### config.mk
export PLATFORM = sky130hd
export DESIGN_NAME = mem_arbiter
export DESIGN_NICKNAME = d
export VERILOG_FILES = /design/src/rtl/mem_arbiter.sv
export SDC_FILE = /design/constraint.sdc
export NUM_CORES = 1
export LEC_CHECK = 0
export ABC_AREA = 0
export ABC_CLOCK_PERIOD_IN_PS = 5690
export CAP_MARGIN = 10
export CORE_AREA = 2 2 156 158
export DETAILED_ROUTE_END_ITERATION = 8
export DIE_AREA = 0 0 158 160
export PLACE_DENSITY = 0.65
export SYNTH_ARGS = -nofsm -noshare
export SYNTH_HDL_FRONTEND = slang
export SYNTH_SLANG_ARGS = --single-unit
export TNS_END_PERCENT = 100
### constraint.sdc
create_clock -name CLK -period 5.69 [get_ports CLK]
set_clock_uncertainty 0.1 [all_clocks]
set_input_delay 1.138 -clock CLK [delete_from_list [all_inputs] [get_ports CLK]]
set_output_delay 1.138 -clock CLK [all_outputs]
set_load 0.02 [all_outputs]
### src/rtl/mem_arbiter.sv
// Shares one RAM port among NREQ cache requesters (even index = icache, odd = dcache).
// One access in flight at a time; the winner's command is latched and held until ram_ready.
module mem_arbiter #(
    parameter int NREQ      = 4,
    parameter int DATA_PRIO = 1
) (
    input  logic                 CLK,
    input  logic                 RST,
    input  logic [NREQ-1:0]      req_ren,
    input  logic [NREQ-1:0]      req_wen,
    input  logic [NREQ*32-1:0]   req_addr,
    input  logic [NREQ*32-1:0]   req_store,
    output logic [NREQ-1:0]      req_wait,
    output logic [31:0]          req_load,
    output logic                 ram_ren,
    output logic                 ram_wen,
    output logic [31:0]          ram_addr,
    output logic [31:0]          ram_store,
    input  logic [31:0]          ram_load,
    input  logic                 ram_ready
);

    localparam int IW   = $clog2(NREQ);
    localparam int STEP = (DATA_PRIO != 0) ? 2 : 1;

    typedef enum logic {
        S_IDLE  = 1'b0,
        S_GRANT = 1'b1
    } state_t;

    state_t          state_q, state_d;
    logic [IW-1:0]   grant_idx_q, grant_idx_d;
    logic            ram_ren_q, ram_ren_d;
    logic            ram_wen_q, ram_wen_d;
    logic [31:0]     ram_addr_q, ram_addr_d;
    logic [31:0]     ram_store_q, ram_store_d;
    logic            dropped_q, dropped_d;
    logic [IW-1:0]   ptr_odd_q, ptr_odd_d;
    logic [IW-1:0]   ptr_even_q, ptr_even_d;
    logic [IW-1:0]   ptr_all_q, ptr_all_d;

    logic [NREQ-1:0] pending;
    logic [NREQ-1:0] odd_mask;
    logic [31:0]     addr_arr  [NREQ];
    logic [31:0]     store_arr [NREQ];

    for (genvar gi = 0; gi < NREQ; gi++) begin : g_unpack
        assign pending[gi]   = req_ren[gi] | req_wen[gi];
        assign odd_mask[gi]  = 1'(gi % 2);
        assign addr_arr[gi]  = req_addr[32*gi +: 32];
        assign store_arr[gi] = req_store[32*gi +: 32];
    end

    // Returns {found, index} of the first set mask bit at or above ptr, wrapping.
    // Scanning downward and overwriting leaves the nearest hit from ptr.
    function automatic logic [IW:0] rr_pick(input logic [NREQ-1:0] mask,
                                            input logic [IW-1:0]   ptr);
        logic [IW:0]   res;
        logic [IW-1:0] idx_v;
        int            j;
        res = '0;
        for (int k = NREQ - 1; k >= 0; k--) begin
            j     = (int'(ptr) + k) % NREQ;
            idx_v = IW'(j);
            if (mask[idx_v]) begin
                res = {1'b1, idx_v};
            end
        end
        return res;
    endfunction

    logic [IW:0]   pick_odd, pick_even, pick_all;
    logic          win_valid;
    logic [IW-1:0] win_idx;
    logic [IW-1:0] ptr_next;

    always_comb begin
        pick_odd  = rr_pick(pending & odd_mask, ptr_odd_q);
        pick_even = rr_pick(pending & ~odd_mask, ptr_even_q);
        pick_all  = rr_pick(pending, ptr_all_q);
        win_valid = 1'b0;
        win_idx   = '0;
        if (DATA_PRIO != 0) begin
            if (pick_odd[IW]) begin
                win_valid = 1'b1;
                win_idx   = pick_odd[IW-1:0];
            end else if (pick_even[IW]) begin
                win_valid = 1'b1;
                win_idx   = pick_even[IW-1:0];
            end
        end else begin
            win_valid = pick_all[IW];
            win_idx   = pick_all[IW-1:0];
        end
        ptr_next = IW'((int'(grant_idx_q) + STEP) % NREQ);
    end

    always_comb begin
        state_d     = state_q;
        grant_idx_d = grant_idx_q;
        ram_ren_d   = ram_ren_q;
        ram_wen_d   = ram_wen_q;
        ram_addr_d  = ram_addr_q;
        ram_store_d = ram_store_q;
        dropped_d   = dropped_q;
        ptr_odd_d   = ptr_odd_q;
        ptr_even_d  = ptr_even_q;
        ptr_all_d   = ptr_all_q;
        req_wait    = '1;
        req_load    = '0;

        case (state_q)
            S_IDLE: begin
                if (win_valid) begin
                    state_d     = S_GRANT;
                    grant_idx_d = win_idx;
                    ram_wen_d   = req_wen[win_idx];
                    ram_ren_d   = ~req_wen[win_idx];
                    ram_addr_d  = addr_arr[win_idx];
                    ram_store_d = store_arr[win_idx];
                    dropped_d   = 1'b0;
                end
            end
            S_GRANT: begin
                // A grantee that lets go at any point forfeits the result, but the
                // RAM access itself is never aborted.
                if (!pending[grant_idx_q]) begin
                    dropped_d = 1'b1;
                end
                if (ram_ready) begin
                    state_d   = S_IDLE;
                    ram_ren_d = 1'b0;
                    ram_wen_d = 1'b0;
                    dropped_d = 1'b0;
                    if (!dropped_q && pending[grant_idx_q] && !RST) begin
                        req_wait[grant_idx_q] = 1'b0;
                        req_load              = ram_load;
                        if (DATA_PRIO != 0) begin
                            if (grant_idx_q[0]) begin
                                ptr_odd_d = ptr_next;
                            end else begin
                                ptr_even_d = ptr_next;
                            end
                        end else begin
                            ptr_all_d = ptr_next;
                        end
                    end
                end
            end
            default: state_d = S_IDLE;
        endcase
    end

    always_ff @(posedge CLK) begin
        if (RST) begin
            state_q     <= S_IDLE;
            grant_idx_q <= '0;
            ram_ren_q   <= 1'b0;
            ram_wen_q   <= 1'b0;
            ram_addr_q  <= '0;
            ram_store_q <= '0;
            dropped_q   <= 1'b0;
            ptr_odd_q   <= '0;
            ptr_even_q  <= '0;
            ptr_all_q   <= '0;
        end else begin
            state_q     <= state_d;
            grant_idx_q <= grant_idx_d;
            ram_ren_q   <= ram_ren_d;
            ram_wen_q   <= ram_wen_d;
            ram_addr_q  <= ram_addr_d;
            ram_store_q <= ram_store_d;
            dropped_q   <= dropped_d;
            ptr_odd_q   <= ptr_odd_d;
            ptr_even_q  <= ptr_even_d;
            ptr_all_q   <= ptr_all_d;
        end
    end

    assign ram_ren   = ram_ren_q;
    assign ram_wen   = ram_wen_q;
    assign ram_addr  = ram_addr_q;
    assign ram_store = ram_store_q;

endmodule
==> impl_table.tex <==
\begin{tabular}{lr}
\hline
Metric & Value \\
\hline
\multicolumn{2}{l}{\textbf{Pwr}} \\
Power density over the cells & 191 nW/um\^{}2 \\
Leakage power total & 3.15 nW \\
Overall power after layout & around 1.8 mW \\
Largest voltage drop on the vdd net & 0.146 mV \\
\multicolumn{2}{l}{\textbf{Timing}} \\
Actual slew at the worst max-slew pin & $\sim$0.90 ns \\
Max Fclk & 193 MHz \\
Total count of max-transition violations in the final report & 0 \\
Number of failing setup endpoints in the final timing report & 0 \\
Tmin final & approximately 5.2 ns \\
Setup WS post-layout & 0.498 ns \\
Unrepaired setup endpoints after global routing & false \\
Final Hold Viols & 0 \\
Period Utilization, post-route & 0.912 \\
Relative slew margins & 0.402 \\
Total negative slack for setup checks & 0 ns \\
\multicolumn{2}{l}{\textbf{Global route}} \\
Via count of the first global-routing pass & $\sim$6000 \\
Pin count of the biggest net entering global routing & 98 \\
First-pass GRT wire length & 32900 um \\
Number of antenna violations at the first check in global routing & 0 \\
Total congestion overflow & 0 \\
Total global routing track utilization & 0.167 \\
\multicolumn{2}{l}{\textbf{Setup path}} \\
Critical setup path kind & in -> out \\
Data arrival, critical path & between 3 and 4 ns \\
Critical Path End Type & output pin \\
Startpoint kind of the worst setup timing path & primary input \\
Worst-path maximum fanout & 27 \\
Required time at the worst-slack endpoint & 4.45 ns \\
\multicolumn{2}{l}{\textbf{Route}} \\
Routed length per placed instance & between 15 and 20 um \\
Wire length reported by the detailed router & between 20000 and 25000 um \\
Pre-Repair DR Iteration Count & 5 \\
Total DRC errors in the routed layout & 0 \\
Mean number of vias per cell & 4.71 \\
Count of vias placed by the detailed router & 6051 \\
Antenna-violating nets left & 0 \\
Starting DRC count in detailed routing & 308 \\
\multicolumn{2}{l}{\textbf{Floorplan}} \\
Die Wd & roughly 160 um \\
Area of the core region & 23800 sq um \\
Number of rows in the core area & 57 \\
Y dimension of the die & 160 um \\
Die area & around 25000 sq um \\
Number of top-level pins & 401 \\
Initial cell density of the core & 0.206 \\
\multicolumn{2}{l}{\textbf{Yosys}} \\
Yosys cell types & 38 \\
Number of flip-flops and latches in the synthesized netlist & 73 \\
Post-Synthesis Mean Instance Area & a little over 8 sq um \\
Cell count after synthesis & 605 \\
Combined area of all synthesized cells & 4910 sq um \\
Top FF cell, synth & dfxtp\_1 \\
Synth warnings & 0 \\
Async SR Flop Fraction & 0 \\
Number of synthesized flops with an enable pin & 0 \\
Synth Net Count & 904 \\
Fraction of the yosys area taken by sequential cells & 0.297 \\
\multicolumn{2}{l}{\textbf{Cells and area}} \\
Fraction of final layout cells sized beyond drive strength 1 & 0.109 \\
Area overhead of the layout relative to synthesis & 94.0\% \\
Fill count & $\sim$2500 \\
Number of antenna repair diodes & 0 \\
Count of nets after finishing & between 1000 and 1500 \\
Final Instance Count excl. Fillers & roughly 1300 \\
\multicolumn{2}{l}{\textbf{Placement}} \\
Final HPWL DP & 16500 um \\
Post-Place Setup Slack & between 0.5 and 0.6 ns \\
PortBufs & 400 \\
Cell total after placement & 1270 \\
Placer's final routability congestion estimate & $\sim$0.74 \\
\multicolumn{2}{l}{\textbf{CTS}} \\
CTS hold repair buffers & 0 \\
Clock tree from TritonCTS & yes \\
Buffer type at the clock tree root & clkbuf\_16 \\
Cts repair resizes & 0 \\
Total CTS buffers & 9 \\
Bufs on Longest Clock Path & 2 \\
H-tree depth & 3 \\
Setup Fix Bufs, Post-CTS & 0 \\
Number of sinks on the clock net & 73 \\
Register clock-pin slew on the reported worst setup and hold paths & $\sim$0.06 ns \\
Insertion delay to the later sink of the worst-skew pair & between 0.3 and 0.4 ns \\
\multicolumn{2}{l}{\textbf{Hold path}} \\
Min-delay worst type & reg -> reg \\
\multicolumn{2}{l}{\textbf{Status}} \\
Outcome & finished clean \\
\multicolumn{2}{l}{\textbf{Run}} \\
Number of maximum-capacitance violations & 0 \\
\hline
\end{tabular}
-- routing by layer --
layer	wire length [um]	track usage	part of all wire
met3	1970	0.0434	0.088
met5	0	0	0
met4	452	0.0532	0.020
met2	11000	0.298	0.49
met1	8930	0.194	0.40
-- registers in the layout, indices dropped and copies added, names as in the netlist --
name         count
grant_idx_q      2
state_q          1
ptr_even_q       2
dropped_q        1
ram_ren          1
ram_store       32
ram_wen          1
ram_addr        32
ptr_odd_q        1
-- cells in the final DEF (no fill, tap or decap), types with 3 or more instances in the layout --
master | Yosys | final
a31oi_1 | 64 | 64
a21oi_1 | 7 | 6
nand2_1 | 68 | 68
nor2_1 | 7 | 6
buf_4 | 1 | 5
nand3_1 | 64 | 64
mux2_2 | 64 | 64
and2_2 | 5 | 5
o2111ai_1 | 63 | 63
nand2b_1 | 65 | 64
inv_1 | 3 | 3
clkdlybuf4s50_1 | 0 | 399
buf_12 | 0 | 5
o21ai_0 | 3 | 3
and2_1 | 28 | 28
clkbuf_16 | 0 | 9
dfxtp_1 | 73 | 73
-- kinds of logic after synthesis --
logic type	Yosys count	synth area share
flip-flops	73	0.297
XOR/XNOR	1	0.00178
multiplexers	67	0.155
buffers and inverters	72	0.0601
AO/OA/AOI/OAI	147	0.221
AND/OR/NAND/NOR	245	0.264
-- power breakdown --
group / total [mW] / internal (mW) / leakage, nW / switching (mW)
Combinational: 0.599 / 0.349 / 2.38 / 0.250
Sequential: 0.581 / 0.555 / 0.603 / 0.0261
Clock: 0.642 / 0.407 / 0.162 / 0.235
-- worst paths after layout --
check,from,end,slack (ns),depth (start not counted)
worst min register to register,ram_store[3]$_SDFFE_PP0P_,ram_store[3]$_SDFFE_PP0P_,0.36,2
worst max register to register,ptr_even_q[1]$_SDFFE_PP0P_,ram_addr[13]$_SDFFE_PP0P_,3.14,6
worst max-delay path,req_wen[1],req_load[2],0.50,7
worst min-delay path,ram_store[3]$_SDFFE_PP0P_,ram_store[3]$_SDFFE_PP0P_,0.36,2
-- synth_stat cells (2+ instances only) --
cell        n  area (sq um)
nand2_1    68           255
o2111ai_1  63           552
a21oi_1     7          35.0
buf_1      13          48.8
o21ai_0     3          15.0
and2_2      5          37.5
buf_2       9          45.0
inv_1       3          11.3
mux2i_1     2          20.0
clkbuf_2    2          10.0
clkbuf_1   43           161
a31oi_1    64           400
or2_2       2          12.5
dfxtp_1    73          1460
nand2b_1   65           407
nand3_1    64           320
a211oi_1    2          15.0
mux2_2     64           721
and2_1     28           175
nor2_1      7          26.3
-- stage by stage --
step	utilization	instance area [sq um]	hold WS, ns
6_report	0.400	9530	0.358
5_1_grt	0.400	9530	0.390
4_1_cts	0.400	9530	0.363
3_5_place_dp	0.386	9200	0.355
3_3_place_gp	0.386	9200	0.345
2_1_floorplan	-	4910	0.367
-- area by class of cell --
type / instances / area, sq um / share of cell area
Timing Repair Buffer: 410 / 4140 / 0.434
Multi-Input combinational cell: 460 / 3190 / 0.334
Clock inverter: 5 / 77.6 / 0.00814
Inverter: 3 / 11.3 / 0.00118
Tap cell: 324 / 405 / 0.0425
Sequential cell: 73 / 1460 / 0.153
Clock buffer: 11 / 253 / 0.0265
-- critical path, stage by stage --
cell and delay [ns]:
clkdlybuf4s50_1 0.59, nor2_1 0.13, mux4_2 0.53, nor4_4 0.48
buf_4 0.32, and2_2 0.17, clkdlybuf4s50_1 0.60
Note: power is estimated with default switching activity, not from simulation.
